**src/rtl/hazard_scheduler.sv**
```systemverilog
`default_nettype none
// ============================================================================
// Module   : hazard_scheduler
// Purpose  : Pipeline hazard and memory-wait scheduler for the 5-stage ARM
//            core. It detects RAW hazards between the ID sources and the
//            EXE/MEM destinations, and it runs the MEM-stage handshake with the
//            SRAM controller. All stage registers are frozen until an access
//            completes.
// Ports    : clk, rst (async, active-high)
//            forwardingEnabled                - relaxes hazard rule to load-use
//            src{1,2}Valid_id, src{1,2}_id    - ID-stage source operands
//            writeBackEnabled_{exe,mem}       - EXE/MEM write the register file
//            destination_{exe,mem}            - EXE/MEM destination registers
//            memRead_exe                      - EXE instruction is a load
//            memRead_mem, memWrite_mem        - MEM instruction is load/store
//            memReady                         - SRAM completion pulse
//            counterClear                     - sync clear of perf counters
//            memReq                           - request to SRAM controller
//            hazardStall                      - hold PC/IFID, bubble IDEXE
//            pipelineFreeze                   - hold all stage registers
//            stallCycles, freezeCycles        - saturating perf counters
// Config   : HAZARD_PERF_COUNTER_EN - builds the performance counters; when it
//            is undefined, both counter outputs are tied to zero.
// Revision : 1.0 - initial release
// ============================================================================
module hazard_scheduler #(
    parameter int CNT_W = 16
) (
    input  logic             clk,
    input  logic             rst,
    input  logic             forwardingEnabled,
    input  logic             src1Valid_id,
    input  logic             src2Valid_id,
    input  logic [3:0]       src1_id,
    input  logic [3:0]       src2_id,
    input  logic             writeBackEnabled_exe,
    input  logic             writeBackEnabled_mem,
    input  logic [3:0]       destination_exe,
    input  logic [3:0]       destination_mem,
    input  logic             memRead_exe,
    input  logic             memRead_mem,
    input  logic             memWrite_mem,
    input  logic             memReady,
    input  logic             counterClear,
    output logic             memReq,
    output logic             hazardStall,
    output logic             pipelineFreeze,
    output logic [CNT_W-1:0] stallCycles,
    output logic [CNT_W-1:0] freezeCycles
);

    typedef enum logic [1:0] {
        ST_IDLE    = 2'd0,
        ST_BUSY    = 2'd1,
        ST_RELEASE = 2'd2
    } state_t;

    state_t state;
    logic   mem_req_q;

    // ------------------------------------------------------------------------
    // RAW hazard detection
    // ------------------------------------------------------------------------
    logic match_exe;
    logic match_mem;
    logic hazard;
    logic mem_op;

    assign match_exe = (src1Valid_id && (src1_id == destination_exe)) ||
                       (src2Valid_id && (src2_id == destination_exe));
    assign match_mem = (src1Valid_id && (src1_id == destination_mem)) ||
                       (src2Valid_id && (src2_id == destination_mem));

    // With forwarding only a load in EXE cannot be bypassed in time.
    assign hazard = forwardingEnabled ?
                    (memRead_exe && writeBackEnabled_exe && match_exe) :
                    ((writeBackEnabled_exe && match_exe) ||
                     (writeBackEnabled_mem && match_mem));

    assign mem_op = memRead_mem || memWrite_mem;

    // ------------------------------------------------------------------------
    // Memory handshake FSM
    // ------------------------------------------------------------------------
    always_ff @(posedge clk or posedge rst) begin
        if (rst) begin
            state     <= ST_IDLE;
            mem_req_q <= 1'b0;
        end else begin
            case (state)
                ST_IDLE: begin
                    if (mem_op) begin
                        state     <= ST_BUSY;
                        mem_req_q <= 1'b1;
                    end
                end
                ST_BUSY: begin
                    if (memReady) begin
                        state     <= ST_RELEASE;
                        mem_req_q <= 1'b0;
                    end
                end
                ST_RELEASE: begin
                    // memOp still reflects the completed access; ignore it.
                    state     <= ST_IDLE;
                    mem_req_q <= 1'b0;
                end
                default: begin
                    state     <= ST_IDLE;
                    mem_req_q <= 1'b0;
                end
            endcase
        end
    end

    assign memReq = mem_req_q;

    // In IDLE the freeze is taken the same cycle the access is seen. Reset
    // gates it so that a reset during an access releases the pipeline at once.
    assign pipelineFreeze = !rst &&
                            ((state == ST_BUSY) || ((state == ST_IDLE) && mem_op));

    // A frozen pipeline never takes a bubble.
    assign hazardStall = hazard && !pipelineFreeze;

    // ------------------------------------------------------------------------
    // Performance counters
    // ------------------------------------------------------------------------
`ifdef HAZARD_PERF_COUNTER_EN
    logic [CNT_W-1:0] stall_cnt;
    logic [CNT_W-1:0] freeze_cnt;

    always_ff @(posedge clk or posedge rst) begin
        if (rst) begin
            stall_cnt  <= '0;
            freeze_cnt <= '0;
        end else if (counterClear) begin
            stall_cnt  <= '0;
            freeze_cnt <= '0;
        end else begin
            if (hazardStall && (stall_cnt != {CNT_W{1'b1}}))
                stall_cnt <= stall_cnt + CNT_W'(1);
            if (pipelineFreeze && (freeze_cnt != {CNT_W{1'b1}}))
                freeze_cnt <= freeze_cnt + CNT_W'(1);
        end
    end

    assign stallCycles  = stall_cnt;
    assign freezeCycles = freeze_cnt;
`else
    logic unused_counter_clear;
    assign unused_counter_clear = counterClear;
    assign stallCycles  = '0;
    assign freezeCycles = '0;
`endif

endmodule
`default_nettype wire
```
**config.mk**
```make
export PLATFORM = sky130hd
export DESIGN_NAME = hazard_scheduler
export DESIGN_NICKNAME = d
export VERILOG_FILES = /design/src/rtl/hazard_scheduler.sv
export SDC_FILE = /design/constraint.sdc
export NUM_CORES = 1
export LEC_CHECK = 0
export CAP_MARGIN = 5
export CORE_MARGIN = 2
export CORE_UTILIZATION = 26
export CTS_CLUSTER_SIZE = 24
export DETAILED_ROUTE_END_ITERATION = 8
export PLACE_DENSITY = 0.82
export SLEW_MARGIN = 20
export SYNTH_ARGS = -nofsm -noshare
export SYNTH_HDL_FRONTEND = slang
export SYNTH_SLANG_ARGS = --single-unit
export TNS_END_PERCENT = 30
```
**constraint.sdc**
```tcl
create_clock -name clk -period 1.6 [get_ports clk]
set_clock_uncertainty 0.1 [all_clocks]
set_input_delay 0.4 -clock clk [delete_from_list [all_inputs] [get_ports clk]]
set_output_delay 0.4 -clock clk [all_outputs]
set_load 0.01 [all_outputs]
```
==> results_dict.tcl, run 1 <==
set metrics [dict create \
    period_needed_ns 1.92 \
    ys_types 14 \
    status "finished, violations left" \
    ant_nets 0 \
    cts-root-buf "clkbuf_4" \
    vias 480 \
    finalPower_mw 0.433 \
    yosys-top-cells-area "buf_4 (45%), xor2_1 (20%), dfrtp_1 (9.5%)" \
    die_h_um 49.1 \
    clock_path_buffers 2 \
    drv_cap 0 \
    cts.sinks 2 \
    ys_top_cells_by_count "buf_4 (32), xor2_1 (12), nand2_1 (5)" \
    grt_pass1_wl_um 1980 \
    yosys_most_used_dff "dfrtp_1" \
    hold_class "reg2reg" \
    min_to "state[1]$_DFFE_PP0P_" \
    fillerInstances 208 \
    crit_family "buffers and inverters" \
    cts_tree "done" \
    clk_pin_slew_ns 0.03 \
    arrival_ns 1.42 \
    antenna_cells 0 \
    grt_usage_pct 10.9 \
    place.gp.congestion 0.707 \
    crit_path_end_kind "output port" \
    cp.required_ns 1.10 \
    die_w_um 49.1 \
    synth_top_cell_area_share_pct 45.5 \
    io_pins 63 \
    crit_fanout 2 \
    async_reset_ff_share_pct 100 \
    syn_area_per_cell_um2 7.65 \
    synth_seq_cells 2 \
    htree_levels 1 \
    dieArea_um2 2410 \
    cts_made_buffers 3 \
    yosys.area.top_type "buf_4" \
    r2r-start "memReq$_DFFE_PP0P_" \
    critPathSlowestCell "nor4_2" \
    path_class "in2out" \
    grt_max_degree 4 \
    post_drt_via_cell_ratio 3.61 \
    hold_path_startpoint "state[1]$_DFFE_PP0P_" \
    drc 0 \
    path_cells "buf_8 > buf_6 > xor2_2 > nor4_2 > o211ai_1 > a21oi_2 > buf_2" \
    path_buf_inv 3 \
    hold_depth 2 \
    rows 16 \
    nets 136 \
    cp.depth 7 \
    drtPass1Iterations 1 \
    setup_viol 1 \
    grt_overflow_total 0 \
    regArea_um2 50.0 \
    core-area_um2 1940 \
    syn_area_um2 528 \
    final_cell_count_no_fill 133 \
    ys_warn_count 0 \
    cpPeakStageDelay_ns 0.23 \
    area_growth_syn_to_layout_pct 69.0 \
    synth.most_common_cell "buf_4" \
    clock.fmax_mhz 522 \
    multi_input_area_um2 460 \
    placed_cells 127 \
    layout-drive-gt1-share_pct 40.6 \
    cp-start-kind "input pin" \
    routed_wl_um 1420 \
    rsz0062_at_grt "true" \
    drt_iter0_markers 0 \
    worst_slack_ns -0.316 \
    finalHoldViolations 0 \
    insertion_delay_ns 0.22 \
    avgRoutedWirePerCell_um 10.7 \
    dp_hpwl_um 1090 \
    syn_inst 69 \
    drv_slew 0 \
    fin_crit_sh_pct 120 \
    antenna_found_initial 0 \
    reg2regPathDepth 3 \
    violations "setup timing" \
    r2r_end "memReq$_DFFE_PP0P_" \
    pwr_density_cell_nw_per_um2 486 \
    grt_pass1_vias 482 \
    p_leak_nw 0.462 \
    synth_edf_count 0 \
    start_util_pct 27.2 \
    r2r_setup_slack_ns 0.58 \
    ir_worst_vdd_mv 0.178 \
    ys_seq_area_share_pct 9.48 \
    port_buffers 29 \
]
==> cells by family after synthesis <==
kind of cell | Yosys count | share of synthesized area [%]
compound gates | 4 | 5.45
xor+xnor | 16 | 26.5
buf+inv | 34 | 46.9
flops | 2 | 9.48
other cells | 1 | 0.710
simple gates | 12 | 10.9
==> cell type report <==
class	instances	area share (%)
clock buffer	3	2.52
inverter	2	0.842
multi-input combinational	64	51.6
sequential	2	5.61
tap	27	3.79
timing repair buffer	35	35.6
==> worst min-delay path: stages, from the launching register on <==
cell     delay, ns
dfrtp_1       0.35
buf_4         0.12
nor2_1        0.04
==> power by group <==
part / switching [mW] / leakage [nW] / internal [mW]
logic: 0.126 / 0.424 / 0.127
registers: 0.00820 / 0.0247 / 0.0634
clock network: 0.0260 / 0.0138 / 0.0825
==> what timing repair did <==
action | CTS | global route
endpoints found under the setup margin | 3 | 2
endpoints found under the hold margin | 0 | 2
pin swaps | 17 | 16
resized for setup | 78 | 32
gates cloned | 0 | 0
setup buffers | 1 | 1
hold buffers | 0 | 1
==> worst max-delay path by stage <==
stage	slack, ns	to	from
after floorplan	-0.04	hazardStall	destination_exe[2]
after global placement	-1.08	hazardStall	destination_exe[2]
after detailed placement	-1.07	hazardStall	destination_exe[2]
after CTS	-0.33	hazardStall	src1_id[1]
after global routing	-0.40	hazardStall	src1_id[1]
final	-0.32	hazardStall	src1_id[1]
==> flip-flops by register name, indices dropped and copies added, names as in the netlist <==
signal / count
state: 1
memReq: 1
==> per-stage QoR <==
stage / worst slack, ns / TNS, ns / hold WS (ns) / util (%) / instance area, um^2
global placement: -1.08 / -1.77 / 0.408 / 38.9 / 754
finish: -0.316 / -0.316 / 0.443 / 45.9 / 892
detailed placement: -1.07 / -1.83 / 0.419 / 38.9 / 754
global route: -0.402 / -0.420 / 0.478 / 45.9 / 892
floorplan: -0.0367 / -0.0367 / 0.0412 / - / 648
CTS: -0.329 / -0.638 / 0.281 / 40.1 / 779
==> cell usage in the layout, fill, tap and decap left out, types with 4 or more instances in the layout <==
cell type / synthesis / routed
xor2_1: 12 / 5
xor2_2: 0 / 7
buf_2: 0 / 7
buf_4: 32 / 5
nor4_2: 0 / 4
clkdlybuf4s50_1: 0 / 5
conb_1: 1 / 32
nand2_1: 5 / 5
buf_6: 0 / 9
==> metal layers <==
layer | global-route usage [%] | up-vias | routed length (um)
li1 | - | 227 | -
met3 | 3.37 | 0 | 126
met1 | 10.7 | 218 | 445
met4 | 6.67 | 0 | 0
met2 | 19.8 | 35 | 844
met5 | 0 | - | 0
Note: power is estimated with default switching activity, not from simulation.
==> inputs of run 2 (changes only) <==
Settings changed: CTS_CLUSTER_SIZE 24 to 12.
==> results of run 2 <==
The final DEF is identical to that of run 1; final timing and power are the same.
==> inputs of run 3 (changes only) <==
Settings changed: SETUP_SLACK_MARGIN set to 0.15.
==> run 3 against run 2 <==
The run still ends with setup timing left. Maximum frequency is essentially flat. Highest routed layer unchanged. Via count is the same. Largest power group unchanged. Non-clock buffer count is the same. Worst setup slack is essentially flat. First-iteration DRC count is the same.
==> results_dict.tcl, run 3 (same netlist as run 1, synthesis figures left out) <==
set metrics [dict create \
    final_util_pct 45.7 \
    place.gp.congestion 0.707 \
    clock.fmax_mhz 522 \
    rows 16 \
    routed_wl_um 1420 \
    cts-root-buf "clkbuf_4" \
    ant_nets 0 \
    dieArea_um2 2410 \
    pwr_density_cell_nw_per_um2 486 \
    die_h_um 49.1 \
    status "finished, violations left" \
    regArea_um2 50.0 \
    worst_slack_ns -0.316 \
    arrival_ns 1.42 \
    grt_max_degree 4 \
    io_pins 63 \
    violations "setup timing" \
    avgRoutedWirePerCell_um 10.7 \
    area_growth_syn_to_layout_pct 68.2 \
    crit_start "src1_id[1]" \
    antenna_found_initial 0 \
    cts_tree "done" \
    final_cell_count_no_fill 133 \
    crit_fanout 2 \
    hold_depth 2 \
    drv_cap 0 \
    post_drt_via_cell_ratio 3.61 \
    cp.required_ns 1.10 \
    grt_pass1_wl_um 1990 \
    htree_levels 1 \
    layout-drive-gt1-share_pct 41.5 \
    reg2regPathDepth 3 \
    cts.sinks 2 \
    core-area_um2 1940 \
    ir_worst_vdd_mv 0.179 \
    drtPass1Iterations 1 \
    die_w_um 49.1 \
    drv_slew 0 \
    grt_pass1_vias 482 \
    drt_iter0_markers 0 \
    antenna_cells 0 \
    final.setup.tns_ns -0.316 \
    hold_path_startpoint "state[1]$_DFFE_PP0P_" \
    path_class "in2out" \
    dp_hpwl_um 1090 \
    rsz0062_at_grt "true" \
    fin_crit_sh_pct 120 \
    clk_pin_slew_ns 0.03 \
    setup_viol 1 \
    nets 136 \
    grt_usage_pct 11.0 \
    clock_path_buffers 2 \
    final_common_cell "conb_1" \
    port_buffers 29 \
    start_util_pct 27.2 \
    fillerInstances 208 \
    placed_cells 127 \
    r2r-start "memReq$_DFFE_PP0P_" \
    multi_input_area_um2 460 \
    r2r_setup_slack_ns 0.58 \
    hold_class "reg2reg" \
    grt_overflow_total 0 \
    period_needed_ns 1.92 \
    insertion_delay_ns 0.22 \
    layout_common_cells "conb_1 (32), buf_6 (9), buf_2 (8)" \
    cts_made_buffers 3 \
    vias 480 \
    crit_path_end_kind "output port" \
    finalHoldViolations 0 \
    drc 0 \
    cp-start-kind "input pin" \
    p_leak_nw 0.461 \
]
==> run 3: cell count changes in the layout (fill, tap and decap cells not counted), sizes merged <==
cell         delta
dlygate4sd2     -1
buf             +1
==> run 3: report_power, final <==
part	leakage, nW	internal, mW	switching, mW
Clock	0.0138	0.0825	0.0260
Sequential	0.0247	0.0634	0.00845
Combinational	0.423	0.125	0.126
Total	0.461	0.271	0.161
==> run 3: worst max-delay path, cell delays in order <==
cell and delay (ns):
buf_8 0.10, buf_6 0.11, xor2_2 0.14, nor4_2 0.23, o211ai_1 0.15, a21oi_2 0.14, buf_2 0.14
==> run 3: final cells by class <==
type	count	area share (%)
Tap cell	27	3.80
Sequential cell	2	5.63
Inverter	2	0.845
Multi-Input combinational cell	64	51.8
Clock buffer	3	2.54
Timing Repair Buffer	35	35.4
==> run 3: through the flow <==
step	setup slack, ns	hold WS [ns]	power (mW)	cell area [um^2]
global placement	-1.08	0.408	0.290	754
floorplan	-0.0367	0.0412	0.220	648
finish	-0.316	0.443	0.432	888
global route	-0.402	0.478	0.465	888
detailed placement	-1.07	0.419	0.297	754
CTS	-0.329	0.281	0.408	776
==> run 3: worst paths after layout <==
path / endpoint
max in group asynchronous: memReq$_DFFE_PP0P_
min in group asynchronous: state[1]$_DFFE_PP0P_
hold reg to reg: state[1]$_DFFE_PP0P_
hold / removal: state[1]$_DFFE_PP0P_
setup reg to reg: memReq$_DFFE_PP0P_
setup / recovery: hazardStall
==> run 3: repair_timing <==
item / 4_1_cts / 5_1_grt
setup buffers: 1 / 1
resized for setup: 81 / 32
hold buffers: 0 / 1
pin swaps: 17 / 16
setup endpoints to repair: 3 / 2
hold endpoints to repair: 0 / 2
==> run 3: routing by layer <==
layer | share of wire, % | GRT usage (%) | routed length (um) | vias up
li1 | - | - | - | 227
met1 | 31 | 10.7 | 444 | 218
met2 | 59 | 19.8 | 845 | 35
met3 | 9.3 | 3.68 | 133 | 0
met4 | 0 | 6.67 | 0 | 0
met5 | 0 | 0 | 0 | -
